===== src/rtl/pd_pwr_seq_fsm_pkg.sv =====
// Shared types and constants for the per-domain power sequencer.
// Consumers: pd_pwr_seq_fsm_if, pd_pwr_seq_fsm, seq_delay_timer.
package pwr_ctrl_pkg;

  localparam int SEQ_DLY_W  = 4;  // step-to-step sequence delays
  localparam int DCDC_DLY_W = 8;  // supply on/off delays, also the timer width
  localparam int WAKE_SRC_N = 3;  // wakeup sources per domain

  typedef enum logic [3:0] {
    ST_ACTIVE   = 4'd0,
    ST_CG_SLEEP = 4'd1,
    ST_OFF_CLK  = 4'd2,
    ST_OFF_ISO  = 4'd3,
    ST_OFF_RET  = 4'd4,
    ST_OFF_RST  = 4'd5,
    ST_OFF      = 4'd6,
    ST_ON_DCDC  = 4'd7,
    ST_ON_RST   = 4'd8,
    ST_ON_RET   = 4'd9,
    ST_ON_ISO   = 4'd10
  } pwr_seq_state_t;

  // Zero-extend a 4-bit sequence delay to the timer width.
  function automatic logic [DCDC_DLY_W-1:0] seq_dly_ext(input logic [SEQ_DLY_W-1:0] d);
    return {{(DCDC_DLY_W-SEQ_DLY_W){1'b0}}, d};
  endfunction

endpackage


===== src/rtl/pd_pwr_seq_fsm_if.sv =====
// Register-file and domain-control bundle for one power domain.
// master: register file / domain side, slave: the sequencer.
interface pd_pwr_seq_fsm_if;
  import pwr_ctrl_pkg::*;

  logic                  i_sleep_req;
  logic [WAKE_SRC_N-1:0] i_wakeup_en;
  logic [WAKE_SRC_N-1:0] i_wakeup_src;
  logic                  i_pwrgate_en;
  logic [SEQ_DLY_W-1:0]  i_pwr_on_seq_delay;
  logic [SEQ_DLY_W-1:0]  i_pwr_off_seq_delay;
  logic [DCDC_DLY_W-1:0] i_pwr_on_delay;
  logic [DCDC_DLY_W-1:0] i_pwr_off_delay;
  logic                  o_clk_en;
  logic                  o_iso;
  logic                  o_ret;
  logic                  o_rstn;
  logic                  o_dcdc_enable;
  logic                  o_d_status;
  pwr_seq_state_t        dbg_state;

  // Level-based control: inputs are register fields sampled every clock,
  // outputs are registered levels; there is no valid/ready handshake.
  modport master (
    output i_sleep_req, i_wakeup_en, i_wakeup_src, i_pwrgate_en,
           i_pwr_on_seq_delay, i_pwr_off_seq_delay, i_pwr_on_delay, i_pwr_off_delay,
    input  o_clk_en, o_iso, o_ret, o_rstn, o_dcdc_enable, o_d_status, dbg_state
  );

  modport slave (
    input  i_sleep_req, i_wakeup_en, i_wakeup_src, i_pwrgate_en,
           i_pwr_on_seq_delay, i_pwr_off_seq_delay, i_pwr_on_delay, i_pwr_off_delay,
    output o_clk_en, o_iso, o_ret, o_rstn, o_dcdc_enable, o_d_status, dbg_state
  );

endinterface


===== src/rtl/pd_pwr_seq_fsm_timer.sv =====
// seq_delay_timer: 8-bit loadable down-counter for sequencer dwells.
// done is high max(value,1) cycles after the load cycle.
module seq_delay_timer
  import pwr_ctrl_pkg::*;
(
  input  logic                  i_aon_clk,
  input  logic                  i_soc_pwr_on_rst,
  input  logic                  load,
  input  logic [DCDC_DLY_W-1:0] value,
  output logic                  done
);

  logic [DCDC_DLY_W-1:0] cnt;

  // Load max(value,1), then count down to 1; zero is the idle value.
  always_ff @(posedge i_aon_clk or posedge i_soc_pwr_on_rst) begin
    if (i_soc_pwr_on_rst) begin
      cnt <= '0;
    end else if (load) begin
      cnt <= (value == '0) ? DCDC_DLY_W'(1) : value;
    end else if (cnt != '0) begin
      cnt <= cnt - DCDC_DLY_W'(1);
    end
  end

  assign done = (cnt == DCDC_DLY_W'(1));

endmodule


===== src/rtl/pd_pwr_seq_fsm.sv =====
// Per-domain power sequencer: clock-gate or full power-gate sleep and
// the ordered clk/iso/ret/rst/dcdc off and on sequences.
// Build option PWR_SEQ_WAKE_SYNC_EN: 2-flop synchronizer on i_wakeup_src.
module pd_pwr_seq_fsm
  import pwr_ctrl_pkg::*;
(
  input logic             i_aon_clk,
  input logic             i_soc_pwr_on_rst,
  pd_pwr_seq_fsm_if.slave bus
);

  pwr_seq_state_t        state;
  logic                  wake_pend;
  logic                  wake_hit;
  logic [WAKE_SRC_N-1:0] wake_src;
  logic                  tmr_load;
  logic [DCDC_DLY_W-1:0] tmr_value;
  logic                  tmr_done;
  logic                  clk_en_q;
  logic                  iso_q;
  logic                  ret_q;
  logic                  rstn_q;
  logic                  dcdc_q;
  logic                  status_q;

`ifdef PWR_SEQ_WAKE_SYNC_EN
  logic [WAKE_SRC_N-1:0] sync_q1;
  logic [WAKE_SRC_N-1:0] sync_q2;

  // Two-flop synchronizer for asynchronous wakeup sources.
  always_ff @(posedge i_aon_clk or posedge i_soc_pwr_on_rst) begin
    if (i_soc_pwr_on_rst) begin
      sync_q1 <= '0;
      sync_q2 <= '0;
    end else begin
      sync_q1 <= bus.i_wakeup_src;
      sync_q2 <= sync_q1;
    end
  end

  assign wake_src = sync_q2;
`else
  assign wake_src = bus.i_wakeup_src;
`endif

  assign wake_hit = |(wake_src & bus.i_wakeup_en);

  // Timer load on every transition into a dwell state; the delay field
  // is captured here so later register writes do not disturb the dwell.
  always_comb begin
    tmr_load  = 1'b0;
    tmr_value = '0;
    case (state)
      ST_ACTIVE: begin
        tmr_load  = bus.i_sleep_req && bus.i_pwrgate_en;
        tmr_value = seq_dly_ext(bus.i_pwr_off_seq_delay);
      end
      ST_OFF_CLK, ST_OFF_ISO: begin
        tmr_load  = tmr_done;
        tmr_value = seq_dly_ext(bus.i_pwr_off_seq_delay);
      end
      ST_OFF_RET: begin
        tmr_load  = tmr_done;
        tmr_value = bus.i_pwr_off_delay;
      end
      ST_OFF: begin
        tmr_load  = wake_pend;
        tmr_value = bus.i_pwr_on_delay;
      end
      ST_ON_DCDC, ST_ON_RST, ST_ON_RET: begin
        tmr_load  = tmr_done;
        tmr_value = seq_dly_ext(bus.i_pwr_on_seq_delay);
      end
      default: begin
        tmr_load  = 1'b0;
        tmr_value = '0;
      end
    endcase
  end

  seq_delay_timer u_timer (
    .i_aon_clk        (i_aon_clk),
    .i_soc_pwr_on_rst (i_soc_pwr_on_rst),
    .load             (tmr_load),
    .value            (tmr_value),
    .done             (tmr_done)
  );

  // Sequencer state, wake-pending flag and registered domain controls.
  always_ff @(posedge i_aon_clk or posedge i_soc_pwr_on_rst) begin
    if (i_soc_pwr_on_rst) begin
      state     <= ST_ACTIVE;
      wake_pend <= 1'b0;
      clk_en_q  <= 1'b1;
      iso_q     <= 1'b0;
      ret_q     <= 1'b0;
      rstn_q    <= 1'b1;
      dcdc_q    <= 1'b1;
      status_q  <= 1'b1;
    end else begin
      // Sources only count outside ACTIVE; entry to ACTIVE clears below.
      if (state != ST_ACTIVE && wake_hit) begin
        wake_pend <= 1'b1;
      end
      case (state)
        ST_ACTIVE: begin
          if (bus.i_sleep_req) begin
            clk_en_q <= 1'b0;
            status_q <= 1'b0;
            state    <= bus.i_pwrgate_en ? ST_OFF_CLK : ST_CG_SLEEP;
          end
        end
        ST_CG_SLEEP: begin
          if (wake_pend) begin
            clk_en_q  <= 1'b1;
            status_q  <= 1'b1;
            wake_pend <= 1'b0;
            state     <= ST_ACTIVE;
          end
        end
        ST_OFF_CLK: if (tmr_done) begin iso_q  <= 1'b1; state <= ST_OFF_ISO; end
        ST_OFF_ISO: if (tmr_done) begin ret_q  <= 1'b1; state <= ST_OFF_RET; end
        ST_OFF_RET: if (tmr_done) begin rstn_q <= 1'b0; state <= ST_OFF_RST; end
        ST_OFF_RST: if (tmr_done) begin dcdc_q <= 1'b0; state <= ST_OFF;     end
        ST_OFF:     if (wake_pend) begin dcdc_q <= 1'b1; state <= ST_ON_DCDC; end
        ST_ON_DCDC: if (tmr_done) begin rstn_q <= 1'b1; state <= ST_ON_RST;  end
        ST_ON_RST:  if (tmr_done) begin ret_q  <= 1'b0; state <= ST_ON_RET;  end
        ST_ON_RET:  if (tmr_done) begin iso_q  <= 1'b0; state <= ST_ON_ISO;  end
        ST_ON_ISO: begin
          if (tmr_done) begin
            clk_en_q  <= 1'b1;
            status_q  <= 1'b1;
            wake_pend <= 1'b0;
            state     <= ST_ACTIVE;
          end
        end
        default: state <= ST_ACTIVE;
      endcase
    end
  end

  assign bus.o_clk_en      = clk_en_q;
  assign bus.o_iso         = iso_q;
  assign bus.o_ret         = ret_q;
  assign bus.o_rstn        = rstn_q;
  assign bus.o_dcdc_enable = dcdc_q;
  assign bus.o_d_status    = status_q;
  assign bus.dbg_state     = state;

endmodule


===== src/flat_wrapper.sv =====
// flat-port wrapper written by rule: the top's interface ports become plain ports
module pd_pwr_seq_fsm_flat import pwr_ctrl_pkg::*;
  (i_aon_clk, i_soc_pwr_on_rst, bus_i_sleep_req, bus_i_wakeup_en, bus_i_wakeup_src, bus_i_pwrgate_en, bus_i_pwr_on_seq_delay, bus_i_pwr_off_seq_delay, bus_i_pwr_on_delay, bus_i_pwr_off_delay, bus_o_clk_en, bus_o_iso, bus_o_ret, bus_o_rstn, bus_o_dcdc_enable, bus_o_d_status, bus_dbg_state);
  pd_pwr_seq_fsm_if bus_i ();
  input logic i_aon_clk;
  input logic i_soc_pwr_on_rst;
  input wire logic [$bits(bus_i.i_sleep_req)-1:0] bus_i_sleep_req;
  input wire logic [$bits(bus_i.i_wakeup_en)-1:0] bus_i_wakeup_en;
  input wire logic [$bits(bus_i.i_wakeup_src)-1:0] bus_i_wakeup_src;
  input wire logic [$bits(bus_i.i_pwrgate_en)-1:0] bus_i_pwrgate_en;
  input wire logic [$bits(bus_i.i_pwr_on_seq_delay)-1:0] bus_i_pwr_on_seq_delay;
  input wire logic [$bits(bus_i.i_pwr_off_seq_delay)-1:0] bus_i_pwr_off_seq_delay;
  input wire logic [$bits(bus_i.i_pwr_on_delay)-1:0] bus_i_pwr_on_delay;
  input wire logic [$bits(bus_i.i_pwr_off_delay)-1:0] bus_i_pwr_off_delay;
  output wire logic [$bits(bus_i.o_clk_en)-1:0] bus_o_clk_en;
  output wire logic [$bits(bus_i.o_iso)-1:0] bus_o_iso;
  output wire logic [$bits(bus_i.o_ret)-1:0] bus_o_ret;
  output wire logic [$bits(bus_i.o_rstn)-1:0] bus_o_rstn;
  output wire logic [$bits(bus_i.o_dcdc_enable)-1:0] bus_o_dcdc_enable;
  output wire logic [$bits(bus_i.o_d_status)-1:0] bus_o_d_status;
  output wire logic [$bits(bus_i.dbg_state)-1:0] bus_dbg_state;
  assign bus_i.i_sleep_req = bus_i_sleep_req;
  assign bus_i.i_wakeup_en = bus_i_wakeup_en;
  assign bus_i.i_wakeup_src = bus_i_wakeup_src;
  assign bus_i.i_pwrgate_en = bus_i_pwrgate_en;
  assign bus_i.i_pwr_on_seq_delay = bus_i_pwr_on_seq_delay;
  assign bus_i.i_pwr_off_seq_delay = bus_i_pwr_off_seq_delay;
  assign bus_i.i_pwr_on_delay = bus_i_pwr_on_delay;
  assign bus_i.i_pwr_off_delay = bus_i_pwr_off_delay;
  assign bus_o_clk_en = bus_i.o_clk_en;
  assign bus_o_iso = bus_i.o_iso;
  assign bus_o_ret = bus_i.o_ret;
  assign bus_o_rstn = bus_i.o_rstn;
  assign bus_o_dcdc_enable = bus_i.o_dcdc_enable;
  assign bus_o_d_status = bus_i.o_d_status;
  assign bus_dbg_state = bus_i.dbg_state;
  pd_pwr_seq_fsm u_core (.i_aon_clk(i_aon_clk), .i_soc_pwr_on_rst(i_soc_pwr_on_rst), .bus(bus_i));
endmodule

===== config.mk =====
export PLATFORM = sky130hd
export DESIGN_NAME = pd_pwr_seq_fsm_flat
export DESIGN_NICKNAME = d
export VERILOG_FILES = /design/src/rtl/pd_pwr_seq_fsm_pkg.sv /design/src/rtl/pd_pwr_seq_fsm_if.sv /design/src/rtl/pd_pwr_seq_fsm_timer.sv /design/src/rtl/pd_pwr_seq_fsm.sv /design/src/flat_wrapper.sv
export SDC_FILE = /design/constraint.sdc
export NUM_CORES = 1
export LEC_CHECK = 0
export ABC_AREA = 1
export CAP_MARGIN = 20
export CORE_MARGIN = 1
export CORE_UTILIZATION = 62
export CTS_CLUSTER_DIAMETER = 100
export DETAILED_ROUTE_END_ITERATION = 10
export DONT_BUFFER_PORTS = 1
export PLACE_DENSITY_LB_ADDON = 0.05
export SLEW_MARGIN = 15
export SYNTH_ARGS = -nofsm -noshare
export SYNTH_HDL_FRONTEND = slang
export SYNTH_HIERARCHICAL = 1
export SYNTH_SLANG_ARGS = --single-unit

===== constraint.sdc =====
create_clock -name i_aon_clk -period 2.6 [get_ports i_aon_clk]
set_clock_uncertainty 0.1 [all_clocks]
set_input_delay 0.39 -clock i_aon_clk [delete_from_list [all_inputs] [get_ports i_aon_clk]]
set_output_delay 0.39 -clock i_aon_clk [all_outputs]
set_load 0.1 [all_outputs]

Word-level counts from Yosys, hierarchy flattened:

Index checks and enable logic that the tools add are counted.

* output and inout port bits: 10
* word-level logic and storage cells: 85
* register bits: 18

* bitwise logic cells: 1
* equal/unequal tests: 22
* add/subtract/negate cells: 1
* reduce and logical (&&, ||, !) cells: 22
* mux-type cells: 31

Operator list (number)
* $mux W4: 11
* $pmux W4 S11: 1
* $pmux W8 S4: 1
* $mux W8: 3
* $ne A2 B1 Y1 const B: 10
* $eq A4 B3 Y1 const B: 4
* $eq A4 B4 Y1 const B: 3
* $reduce_and A3 Y1: 4
* $reduce_and A11 Y1: 1
* $pmux W1 S2: 5
* $reduce_bool A2 Y1: 5
* $reduce_or A3 Y1: 3
* $eq A4 B2 Y1 const B: 2
* $eq A8 B1 Y1 const B: 1
* $logic_not A8 Y1: 1
* $reduce_bool A8 Y1: 1
* $sub A8 B1 Y8 const B: 1
* $mux W1: 7
* $pmux W1 S3: 2
* $reduce_or A6 Y1: 1
* $eq A4 B1 Y1 const B: 1
* $logic_not A4 Y1: 1
* $reduce_and A4 Y1: 1
* $reduce_bool A4 Y1: 1
* other kinds (5): 6

Depth between registers and ports, before layout:

* word-level depth: 6
* gate-level depth with buffers: 14
* gate-level depth less buffers: 14

Modules after synthesis:

The synthesis kept the hierarchy.

By module, submodules not included
* pd_pwr_seq_fsm: area an instance 844.6 µm², times used 1, cells each 129
* seq_delay_timer: area an instance 606.8 µm², times used 1, cells each 85

Worst setup path before layout:

Ideal clock, no wire load.

* path type: flip-flop to flip-flop
* from: reg u_core.state[2], in the netlist u_core/bus.dbg_state[2]
* to: reg u_core.u_timer.cnt[5]
* data required time: 2387 ps
* stages on the path, launching flop included: 15
* library setup time: 113 ps
* path slack: -13 ps
* arrival: 2400 ps
* period minus slack after synthesis: 2613 ps
* cells stage by stage: dfrtp_1 -> inv_1 -> nor2_4 -> inv_2 -> nor2_4 -> inv_1 -> nand2_1 -> o21ai_0 -> nand3_1 -> inv_2 -> buf_6 -> nor2_1 -> nor2_1 -> nand2_1 -> inv_1

* elaborated cells between the ends (all ways): 17
* those cells by class: eq/ne: 7; mux: 4; reduce/logical: 6

RTL lines
* start: declaration: RTL line pd_pwr_seq_fsm.sv:12 `pwr_seq_state_t state;`
* start signal: assignment: RTL line pd_pwr_seq_fsm.sv:110 `state <= bus.i_pwrgate_en ? ST_OFF_CLK : ST_CG_SLEEP;`
* $eq A4 B2 Y1 (tied with other cells): RTL line pd_pwr_seq_fsm.sv:53 `case (state)`
* $reduce_or A6 Y1 (no source line)
* $pmux W1 S3 *: RTL line pd_pwr_seq_fsm.sv:53
* net u_core.tmr_load: RTL line pd_pwr_seq_fsm.sv:16 `logic tmr_load;`
* $mux W8 / $reduce_bool A2 Y1 (equally long branches)
* end signal: assignment: RTL line pd_pwr_seq_fsm_timer.sv:20 `cnt <= (value == '0) ? DCDC_DLY_W'(1) : value;`
* end signal: assignment: RTL line pd_pwr_seq_fsm_timer.sv:22 `cnt <= cnt - DCDC_DLY_W'(1);`
* end: declaration: RTL line pd_pwr_seq_fsm_timer.sv:13 `logic [DCDC_DLY_W-1:0] cnt;`

Mark *: on every way through the listed nets, which the timed path passes. The rest lies on a longest branch.
A chain may end at the register's enable or synchronous reset.

Worst setup path in the final report:

* from: reg u_core.state[1], in the netlist u_core/bus.dbg_state[1]
* to: reg u_core.u_timer.cnt[7]

The elaborated chain is that of the path after synthesis.

==> out/metrics.csv <==
metric;value;unit
FF-to-FF setup slack;0.26;ns
Non-Filler Instances;250;
async set or reset register ratio after synthesis;1.000;
Worst-Skew Late Latency;0.31;ns
chip height;50.39;µm
Post-Place Worst Slack;0.3047;ns
Adder-Cell Fraction of Synth Area;0.02586;
GR peak layer;met2;
CTS Hold Buffers Added;1;
GR Util All Layers;0.3333;
Final Hold Viols;0;
EDFF count, synth;0;
setup violators final;0;
largest net degree at the start of global routing;13;
first-pass GRT wire length;6.327;mm
Ports;44;
Finished Core Util;0.7076;
mux contribution to synthesized area;0;
minimum clock period;2.344;ns
hpwl dp;3.114;mm
Worst EP required;2.70;ns
RSZ-0062 raised after global routing;no;
setup bufs post-CTS;0;
TritonCTS Buffers;3;
XOR/XNOR Fraction of Synth Area;0.006034;
GR Layer Usage met3;0.05758;
Pwr Density;1460;mW/mm²
Netlist cell types;30;
Sink Count;18;
post-route ant nets;0;
CTS clk-pin slew, worst paths;0.12;ns
Setup crit end kind;register;
Simple-Gate Fraction of Synth Area;0.4457;
syn_nets;251;
Initial Utilization;0.6561;
Synth Area in Compound Gates;0.1216;
Synthesis Warnings;6;
cell with the most instances after synthesis;nand2_1;
Fin Setup TNS;0;ns
wire per inst;15.25;µm
#FFs+latches synth;18;
gr ovfl total;0;
Slew headroom;0.3859;
CP Launch Type;register;
final WL;3.812;mm
drt via density;5.772;
Pwr Total;2.286;mW
DRC viols;0;
routability cong.;0.9322;
syn avg cell area;6.782;µm²
Worst VDD drop;1.149;mV
die width;50.39;µm
combinational family with the most area after synthesis;simple AND/OR/NAND/NOR gates;
clk buf depth;2;
max cap viols;0;
status;finished, final reports clean;
GR Util met1;0.3372;
top cell type's share of synthesized area;0.2586;
drt first-iter violations;43;
Slew Limit Fails;0;
CTS root buf;clkbuf_4;
Leak;0.8076;nW
synth top area cells;dfrtp_1 26%, nand2_1 17%, inv_1 7.0%;
Placed Cells;245;
post-cts resize count;0;
Hold Crit Class;in2reg;
htree depth;1;
n_diodes;0;
die area;0.002539;mm²
core region area;0.002212;mm²
kind of critical path;reg2reg;
Fmax;426.6;MHz
Seq/Total Area, Yosys;0.3129;
most frequent cells after synthesis;65 x nand2_1, 27 x inv_1, 21 x nor2_1;
top_reg_cell synth;dfrtp_1;
CP arrival;2.45;ns
PortBufs;0;
share of cells above drive strength 1;0.1532;
final setup margin;0.2558;ns
GR Util met2;0.6200;
Initial DRT Pass Iterations;4;
dominant cell type by area after synthesis;dfrtp_1;
Synth Instances;214;
Slew @ Worst Pin;0.9212;ns
final worst path period share;0.9016;
synthesized area;0.001451;mm²
vias in the first global route;1560;
Area Overhead vs Synth;7.845;%
CTS tree;done;
nets@finish;260;
num rows;17;
initial antenna violation count;0;
crit-path max FO;12;
Vias;1443;
==> state kept, by name, summed over array words and instances, names as in the netlist <==
signal	cells
u_core/bus.o_rstn	1
u_core/bus.o_iso	1
u_core/u_timer/cnt	8
u_core/wake_pend	1
u_core/bus.dbg_state	4
u_core/bus.o_ret	1
u_core/bus.o_dcdc_enable	1
u_core/bus.o_d_status	1
==> where the power goes <==
group,total [mW],internal (mW),leakage (nW),switching [mW]
logic,1.35,0.417,0.572,0.933
clock network,0.183,0.0854,0.0210,0.0973
registers,0.754,0.421,0.215,0.333
total,2.29,0.923,0.808,1.36
==> metal layers <==
metal / wire [µm] / vias to the layer above / part of all wire
li1: - / 714 / -
met1: 1411 / 669 / 0.37
met2: 2111 / 45 / 0.55
met3: 178 / 15 / 0.047
met4: 110 / 0 / 0.029
met5: 0 / - / 0
==> path summary, 6_finish.rpt <==
kind / from / end / cells after the start
setup / recovery: u_core/bus.dbg_state[1] / u_core/u_timer/cnt[7] / 12
hold / removal: bus_i_wakeup_en[0] / u_core/wake_pend / 6
setup reg to reg: u_core/bus.dbg_state[1] / u_core/u_timer/cnt[7] / 12
hold reg to reg: u_core/bus.dbg_state[2] / u_core/bus.dbg_state[2] / 2
max in group asynchronous: i_soc_pwr_on_rst / u_core/bus.o_dcdc_enable / 2
min in group asynchronous: i_soc_pwr_on_rst / u_core/u_timer/cnt[1] / 2
==> critical path: stages (launching register included) <==
cell     delay [ns]
dfrtp_1        0.45
buf_4          0.34
nor2_1         0.14
nand2_2        0.11
inv_1          0.06
nand3_1        0.09
nand3_1        0.24
inv_2          0.28
nand3_1        0.13
nor2_2         0.14
a21oi_1        0.06
nand2_1        0.07
inv_1          0.03
==> through the flow <==
step	hold WS, ns	cell area (µm²)
final	0.2772	1565
after global routing	0.3252	1565
after CTS	0.2683	1565
after detailed placement	0.1457	1519
after global placement	0.1397	1519
after floorplan	0.1057	1453
==> final cells by class <==
cell class,count,area [µm²]
multi-input combinational,165,869.6
fill,212,646.9
sequential,18,455.4
inverter,29,108.9
timing repair buffer,6,60.06
clock buffer,4,36.28
tap,28,35.03
==> cell families after synthesis <==
family | after synthesis
buffers and inverters | 31
adder cells (fa/ha/maj) | 3
AO/OA/AOI/OAI | 28
XOR/XNOR | 1
AND/OR/NAND/NOR | 133
flip-flops | 18
==> layout by cell type, fill, tap and decap left out, types with 3 or more instances in the layout <==
| cell | n |
|---|---|
| buf_4 | 4 |
| ha_1 | 3 |
| nor2_4 | 4 |
| dfstp_2 | 3 |
| nor2_1 | 21 |
| nand4_1 | 9 |
| a21oi_1 | 4 |
| nand2_1 | 65 |
| clkbuf_4 | 3 |
| dfrtp_1 | 14 |
| o21ai_0 | 12 |
| inv_1 | 27 |
| a22o_1 | 4 |
| nand3_1 | 19 |
| nor2_2 | 5 |
| nand2_2 | 3 |
Power figures use the tool's default switching activity.
